==> src/rtl/bp_be_pkg.sv <==
// Shared definitions for the backend FMA/IMUL writeback pipe.
package bp_be_pkg;

  // Writeback channel select as presented on issue_ch_i
  typedef enum logic {
    e_wb_imul = 1'b0,
    e_wb_fma  = 1'b1
  } bp_be_wb_ch_e;

  // RISC-V floating-point exception flag width (NV, DZ, OF, UF, NX)
  localparam int fflags_width_gp = 5;

endpackage

==> src/rtl/bp_be_fma_wb_channel.sv <==
// One writeback channel: a valid/tag shift chain that tracks ops through the
// datapath, a FIFO writeback buffer fed when an op reaches the end of the chain,
// and a credit counter that reserves a buffer slot for every op in flight.
module bp_be_fma_wb_channel
  import bp_be_pkg::*;
#(
  parameter int data_width_p = 64,
  parameter int latency_p    = 3,
  parameter int els_p        = 4,
  parameter int tag_width_p  = 5
) (
  input  logic                    clk_i,
  input  logic                    reset_n_i,
  input  logic                    flush_i,
  input  logic                    accept_i,
  input  logic [tag_width_p-1:0]  tag_i,
  input  logic [data_width_p-1:0] core_data_i,
  input  logic                    yumi_i,
  output logic                    ready_o,
  output logic                    v_o,
  output logic [data_width_p-1:0] data_o,
  output logic [tag_width_p-1:0]  tag_o
);

  localparam int aw_lp = $clog2(els_p);
  localparam logic [aw_lp:0] els_lp = els_p[aw_lp:0];
  localparam logic [aw_lp:0] one_lp = {{aw_lp{1'b0}}, 1'b1};

  // Chain stage i holds an op accepted i+1 cycles ago; the last stage lines up
  // with the cycle in which the datapath presents that op's result.
  logic [latency_p-2:0]   vld_p;
  logic [tag_width_p-1:0] tag_p [latency_p-1];

  logic [aw_lp:0]         credit_r;
  logic [aw_lp:0]         wptr_r, rptr_r;
  logic [data_width_p-1:0] data_mem [els_p];
  logic [tag_width_p-1:0]  tag_mem  [els_p];

  logic wr_en, empty, full;

  assign wr_en = vld_p[latency_p-2];
  assign empty = (wptr_r == rptr_r);
  assign full  = (wptr_r[aw_lp] != rptr_r[aw_lp])
              && (wptr_r[aw_lp-1:0] == rptr_r[aw_lp-1:0]);

  assign v_o     = !empty;
  assign data_o  = data_mem[rptr_r[aw_lp-1:0]];
  assign tag_o   = tag_mem[rptr_r[aw_lp-1:0]];
  assign ready_o = (credit_r < els_lp);

  // Issue -> chain stage 0 -> ... -> last stage: valid bits, killed by flush
  always_ff @(posedge clk_i or negedge reset_n_i) begin
    if (!reset_n_i) begin
      vld_p <= '0;
    end else if (flush_i) begin
      vld_p <= '0;
    end else begin
      vld_p[0] <= accept_i;
      for (int i = 1; i < latency_p - 1; i++) vld_p[i] <= vld_p[i-1];
    end
  end

  // Tag chain follows the valid chain; contents are don't-care when invalid
  always_ff @(posedge clk_i) begin
    tag_p[0] <= tag_i;
    for (int i = 1; i < latency_p - 1; i++) tag_p[i] <= tag_p[i-1];
  end

  // Credits = ops in flight + buffered entries; a slot is reserved at issue
  always_ff @(posedge clk_i or negedge reset_n_i) begin
    if (!reset_n_i) begin
      credit_r <= '0;
    end else if (flush_i) begin
      credit_r <= '0;
    end else if (accept_i && !yumi_i) begin
      credit_r <= credit_r + one_lp;
    end else if (!accept_i && yumi_i) begin
      credit_r <= credit_r - one_lp;
    end
  end

  // Buffer pointers carry one extra bit so full and empty are distinct
  always_ff @(posedge clk_i or negedge reset_n_i) begin
    if (!reset_n_i) begin
      wptr_r <= '0;
      rptr_r <= '0;
    end else if (flush_i) begin
      wptr_r <= '0;
      rptr_r <= '0;
    end else begin
      if (wr_en)  wptr_r <= wptr_r + one_lp;
      if (yumi_i) rptr_r <= rptr_r + one_lp;
    end
  end

  // Last chain stage -> buffer: capture the datapath result with its tag
  always_ff @(posedge clk_i) begin
    if (wr_en) begin
      data_mem[wptr_r[aw_lp-1:0]] <= core_data_i;
      tag_mem[wptr_r[aw_lp-1:0]]  <= tag_p[latency_p-2];
    end
  end

  // Consumer may only pop a non-empty buffer
  assert property (@(posedge clk_i) disable iff (!reset_n_i) yumi_i |-> v_o);

  // A write into a full buffer is only safe when the head leaves in the same cycle
  assert property (@(posedge clk_i) disable iff (!reset_n_i) (wr_en && full) |-> yumi_i);

endmodule

==> src/rtl/bp_be_pipe_fma_wb.sv <==
// Writeback collection for the shared FMA/IMUL datapath: routes issued ops to
// the imul or fma channel, buffers results in issue order per channel, and
// accumulates the floating-point exception flags of consumed fma results.
module bp_be_pipe_fma_wb
  import bp_be_pkg::*;
#(
  parameter int data_width_p   = 65,
  parameter int imul_latency_p = 3,
  parameter int fma_latency_p  = 4,
  parameter int wb_els_p       = 4,
  parameter int tag_width_p    = 5
) (
  input  logic                       clk_i,
  input  logic                       reset_n_i,
  input  logic                       issue_v_i,
  input  logic                       issue_ch_i,
  input  logic [tag_width_p-1:0]     issue_tag_i,
  output logic [1:0]                 issue_ready_o,
  input  logic                       flush_i,
  input  logic [63:0]                core_imul_data_i,
  input  logic [data_width_p-1:0]    core_fma_data_i,
  input  logic [fflags_width_gp-1:0] core_fma_fflags_i,
  output logic                       imul_v_o,
  output logic [63:0]                imul_data_o,
  output logic [tag_width_p-1:0]     imul_tag_o,
  input  logic                       imul_yumi_i,
  output logic                       fma_v_o,
  output logic [data_width_p-1:0]    fma_data_o,
  output logic [fflags_width_gp-1:0] fma_fflags_o,
  output logic [tag_width_p-1:0]     fma_tag_o,
  input  logic                       fma_yumi_i,
  output logic [fflags_width_gp-1:0] fflags_acc_o,
  input  logic                       fflags_clr_i
);

  localparam int fma_entry_w_lp = data_width_p + fflags_width_gp;

  bp_be_wb_ch_e ch;
  logic         issue_go;
  logic         imul_accept, fma_accept;
  logic [fma_entry_w_lp-1:0] fma_core_entry, fma_head_entry;

  assign ch          = bp_be_wb_ch_e'(issue_ch_i);
  assign issue_go    = issue_v_i && !flush_i;
  assign imul_accept = issue_go && (ch == e_wb_imul) && issue_ready_o[0];
  assign fma_accept  = issue_go && (ch == e_wb_fma)  && issue_ready_o[1];

  // Flags travel with the fma result as the upper field of one buffer entry
  assign fma_core_entry = {core_fma_fflags_i, core_fma_data_i};
  assign fma_fflags_o   = fma_head_entry[fma_entry_w_lp-1 -: fflags_width_gp];
  assign fma_data_o     = fma_head_entry[data_width_p-1:0];

  bp_be_fma_wb_channel #(
    .data_width_p (64),
    .latency_p    (imul_latency_p),
    .els_p        (wb_els_p),
    .tag_width_p  (tag_width_p)
  ) imul_ch (
    .clk_i       (clk_i),
    .reset_n_i   (reset_n_i),
    .flush_i     (flush_i),
    .accept_i    (imul_accept),
    .tag_i       (issue_tag_i),
    .core_data_i (core_imul_data_i),
    .yumi_i      (imul_yumi_i),
    .ready_o     (issue_ready_o[0]),
    .v_o         (imul_v_o),
    .data_o      (imul_data_o),
    .tag_o       (imul_tag_o)
  );

  bp_be_fma_wb_channel #(
    .data_width_p (fma_entry_w_lp),
    .latency_p    (fma_latency_p),
    .els_p        (wb_els_p),
    .tag_width_p  (tag_width_p)
  ) fma_ch (
    .clk_i       (clk_i),
    .reset_n_i   (reset_n_i),
    .flush_i     (flush_i),
    .accept_i    (fma_accept),
    .tag_i       (issue_tag_i),
    .core_data_i (fma_core_entry),
    .yumi_i      (fma_yumi_i),
    .ready_o     (issue_ready_o[1]),
    .v_o         (fma_v_o),
    .data_o      (fma_head_entry),
    .tag_o       (fma_tag_o)
  );

  // Sticky flag accumulation; a clear coinciding with a pop keeps only that pop
  always_ff @(posedge clk_i or negedge reset_n_i) begin
    if (!reset_n_i) begin
      fflags_acc_o <= '0;
    end else if (fflags_clr_i) begin
      fflags_acc_o <= fma_yumi_i ? fma_fflags_o : '0;
    end else if (fma_yumi_i) begin
      fflags_acc_o <= fflags_acc_o | fma_fflags_o;
    end
  end

endmodule
==> config.mk <==
export PLATFORM = sky130hd
export DESIGN_NAME = bp_be_pipe_fma_wb
export DESIGN_NICKNAME = d
export VERILOG_FILES = /design/src/rtl/bp_be_pkg.sv /design/src/rtl/bp_be_fma_wb_channel.sv /design/src/rtl/bp_be_pipe_fma_wb.sv
export SDC_FILE = /design/constraint.sdc
export NUM_CORES = 1
export LEC_CHECK = 0
export CAP_MARGIN = 20
export CELL_PAD_IN_SITES_DETAIL_PLACEMENT = 0
export CELL_PAD_IN_SITES_GLOBAL_PLACEMENT = 1
export CORE_MARGIN = 10
export CORE_UTILIZATION = 50
export DETAILED_ROUTE_END_ITERATION = 10
export DONT_BUFFER_PORTS = 1
export GPL_TIMING_DRIVEN = 0
export HOLD_SLACK_MARGIN = 0.06
export PLACE_DENSITY_LB_ADDON = 0.1
export SLEW_MARGIN = 15
export SYNTH_ARGS = -nofsm -noshare
export SYNTH_HDL_FRONTEND = slang
export SYNTH_HIERARCHICAL = 1
export SYNTH_SLANG_ARGS = --single-unit
==> constraint.sdc <==
create_clock -name clk_i -period 4.57 [get_ports clk_i]
set_input_delay 0.6855 -clock clk_i [delete_from_list [all_inputs] [get_ports clk_i]]
set_output_delay 0.6855 -clock clk_i [all_outputs]
set_load 0.01 [all_outputs]
==> flow_metrics.tcl <==
set metrics [dict create \
    antenna_found_initial 3 \
    synthAdderAreaFrac_pct 0.7227 \
    rsz0062_at_grt "false" \
    cp_slowest_cell "mux4_2" \
    endpoint_kind "output port" \
    report.final.slew_viol_count 0 \
    worstPathMaxFanout 10 \
    required_ns 3.88 \
    max_slew.worst_pin.slew_ns 0.7218 \
    clk_latency_ns 0.62 \
    fin_area_mm2 0.02601 \
    yosysWarnings 6 \
    die_h_um 233.8 \
    grt_pass1_wl_um 65070 \
    dp_hpwl_um 28210 \
    path_buf_inv 3 \
    synthDistinctLibCells 28 \
    cts-root-buf "clkbuf_16" \
    place.gp.congestion 0.6868 \
    status "complete, no violations" \
    via_count 9159 \
    drive_gt1_share_pct 27.59 \
    max_freq_mhz 348.3 \
    placed_area_mm2 0.02386 \
    drt_wl_total_um 44090 \
    hold_class "in2reg" \
    initial_core_util_pct 50.47 \
    fin_nets 1158 \
    grt.overflow.total 0 \
    clock_path_buffers 3 \
    port_buffers 0 \
    clk_pin_slew_ns 0.06 \
    skew_ns 0.008621 \
    powerDensity_mw_per_mm2 463.6 \
    final_hold_viol_count 0 \
    synth_top_family_by_area "multiplexers" \
    synthesis.area_mm2 0.02285 \
    ant_nets 0 \
    dieArea_mm2 0.05466 \
    dr.pass1.iters 4 \
    critPathLaunchType "flop" \
    relSlewSlack_pct 51.88 \
    cts_resized 0 \
    period_minus_slack_ns 2.871 \
    first_global_vias 9811 \
    synth_fp_nets 1078 \
    synth-xor-area-share_pct 0.6898 \
    seq_area_mm2 0.01850 \
    post-cts-setup-buffer-count 0 \
    wire_per_inst_um 26.69 \
    muxShareOfSynthArea_pct 14.38 \
    synth_edf_count 576 \
    synth-simple-area-share_pct 1.183 \
    fin_crit_sh_pct 62.82 \
    dieWidth_um 233.8 \
    ys.flop_type "edfxtp_1" \
    synthArstFlopShare_pct 4.452 \
    yosysSeqAreaShare_pct 80.94 \
    critical_path.cell_chain "buf_2, buf_2, buf_2, mux4_2" \
    cap_violations 0 \
    core-area_mm2 0.04528 \
    drt_iter0_markers 623 \
    syn_to_final_growth_pct 13.79 \
    multi_input_area_mm2 0.003950 \
    synthCells 919 \
    drcViolationCount 0 \
    critPathArrivalTime_ns 2.19 \
    grt_max_degree 47 \
    crit_type "reg2out" \
    cts.sinks 629 \
    vias_per_cell 5.544 \
    fillers 3355 \
    ctsHoldBuffers 7 \
    io_pins 300 \
    setup-violations-final 0 \
    ir_worst_vdd_uv 310.9 \
    num_rows 78 \
    cts-buffers-inserted 61 \
    grtUsageTotal_pct 16.16 \
    crit_family "buffers and inverters" \
    leakagePower_nw 8.242 \
    cts_tree "built" \
    max_stage_delay_ns 0.42 \
    cts.htree.levels 2 \
    cp_common_cell "buf_2" \
    finalSetupTns_ns 0 \
    synth_compound_area_share_pct 0.2190 \
    synth_seq_cells 629 \
    synth_area_per_cell_um2 24.87 \
]
[final timing paths]
check,endpoint,cells after the start,start,slack [ns]
worst min register to register,imul_ch/tag_p[0][5],0,imul_ch/tag_p[0][0],0.33
worst max register to register,fma_ch/data_mem[0][13],4,fma_ch/wptr_r[0],2.60
min in group asynchronous,imul_ch/credit_r[2],2,reset_n_i,0.54
worst max-delay path,fma_data_o[43],4,fma_ch/rptr_r[1],1.70
worst min-delay path,fma_ch/vld_p[0],1,flush_i,0.13
max in group asynchronous,imul_ch/rptr_r[0],2,reset_n_i,3.85
[cells by family after synthesis]
family,after synthesis
flops,629
simple gates,50
mux,148
compound gates,9
fa+ha+maj,12
buf+inv,53
xor+xnor,18
[flip-flops by register name (all words and copies together), names as in the netlist]
name	flops
fma_ch/data_mem	280
imul_ch/data_mem	256
fma_ch/tag_mem	20
imul_ch/tag_mem	20
fma_ch/tag_p	15
imul_ch/tag_p	10
fflags_acc_o	5
fma_ch/credit_r	3
fma_ch/rptr_r	3
fma_ch/vld_p	3
fma_ch/wptr_r	3
imul_ch/credit_r	3
imul_ch/rptr_r	3
imul_ch/wptr_r	3
imul_ch/vld_p	2
[layout make-up]
cell class / instances / share of cell area (%)
inverter: 15 / 0.2165
buffer: 38 / 1.424
sequential: 629 / 71.13
tap: 600 / 2.887
multi-input combinational: 237 / 15.19
timing repair buffer: 17 / 1.222
antenna: 1 / 0.009622
clock buffer: 85 / 6.851
clock inverter: 30 / 1.073
[worst register-to-register path, stage by stage (launching register included)]
cell and delay (ns):
dfrtp_1 0.44, inv_1 0.11, ha_1 0.15, and2_4 0.60, buf_12 0.33
[placed cells by master, fill, tap and decap left out, types with 10 or more instances in the layout]
cell       netlist  routed
xnor2_1         14      14
nor2_1          16      16
buf_12          11      17
mux4_2         143     143
ha_1            10      10
buf_2           15      15
dfxtp_1         25      25
edfxtp_1       576     576
clkbuf_1         6      18
clkinv_2         0      13
dfrtp_1         28      28
clkbuf_16        0      65
inv_1           15      15
[report_power, final]
group          leakage [nW]  internal, mW  switching [mW]
Clock                  1.02          2.99            2.05
Sequential             5.76          6.32          0.0232
Combinational          1.46         0.300           0.365
[synth_stat cells, types with 4 or more instances]
library cell / instances / area (um2)
o21ai_0: 7 / 35.03
nand2_1: 7 / 26.28
mux2i_1: 4 / 40.04
ha_1: 10 / 125.1
edfxtp_1: 576 / 17300
buf_4: 4 / 30.03
nor2b_1: 7 / 43.79
xor2_1: 4 / 35.03
dfrtp_1: 28 / 700.7
nor3b_1: 4 / 30.03
nor2_1: 16 / 60.06
buf_12: 11 / 220.2
mux4_2: 143 / 3221
and2_1: 8 / 50.05
dfxtp_1: 25 / 500.5
xnor2_1: 14 / 122.6
inv_1: 15 / 56.30
clkbuf_1: 6 / 22.52
buf_2: 15 / 75.07
[per-stage QoR]
stage	hold WS [ns]	power [mW]	setup WS [ns]	std cells	util, %
6_report	0.1300	12.06	1.699	1652	57.43
5_1_grt	0.1015	12.47	1.589	1651	57.42
4_1_cts	0.08509	12.22	1.617	1651	57.42
3_5_place_dp	0.3121	7.142	2.288	1529	52.70
3_3_place_gp	0.3106	7.139	0.1565	1519	52.13
2_1_floorplan	0.3096	6.979	1.729	919	-
[metal layers]
metal | routed length [um] | track usage, %
met5 | 27 | 0
met2 | 21580 | 25.78
met3 | 4831 | 7.409
met1 | 16720 | 19.48
met4 | 925 | 4.979
No activity file was read; power rests on OpenSTA's default activity.
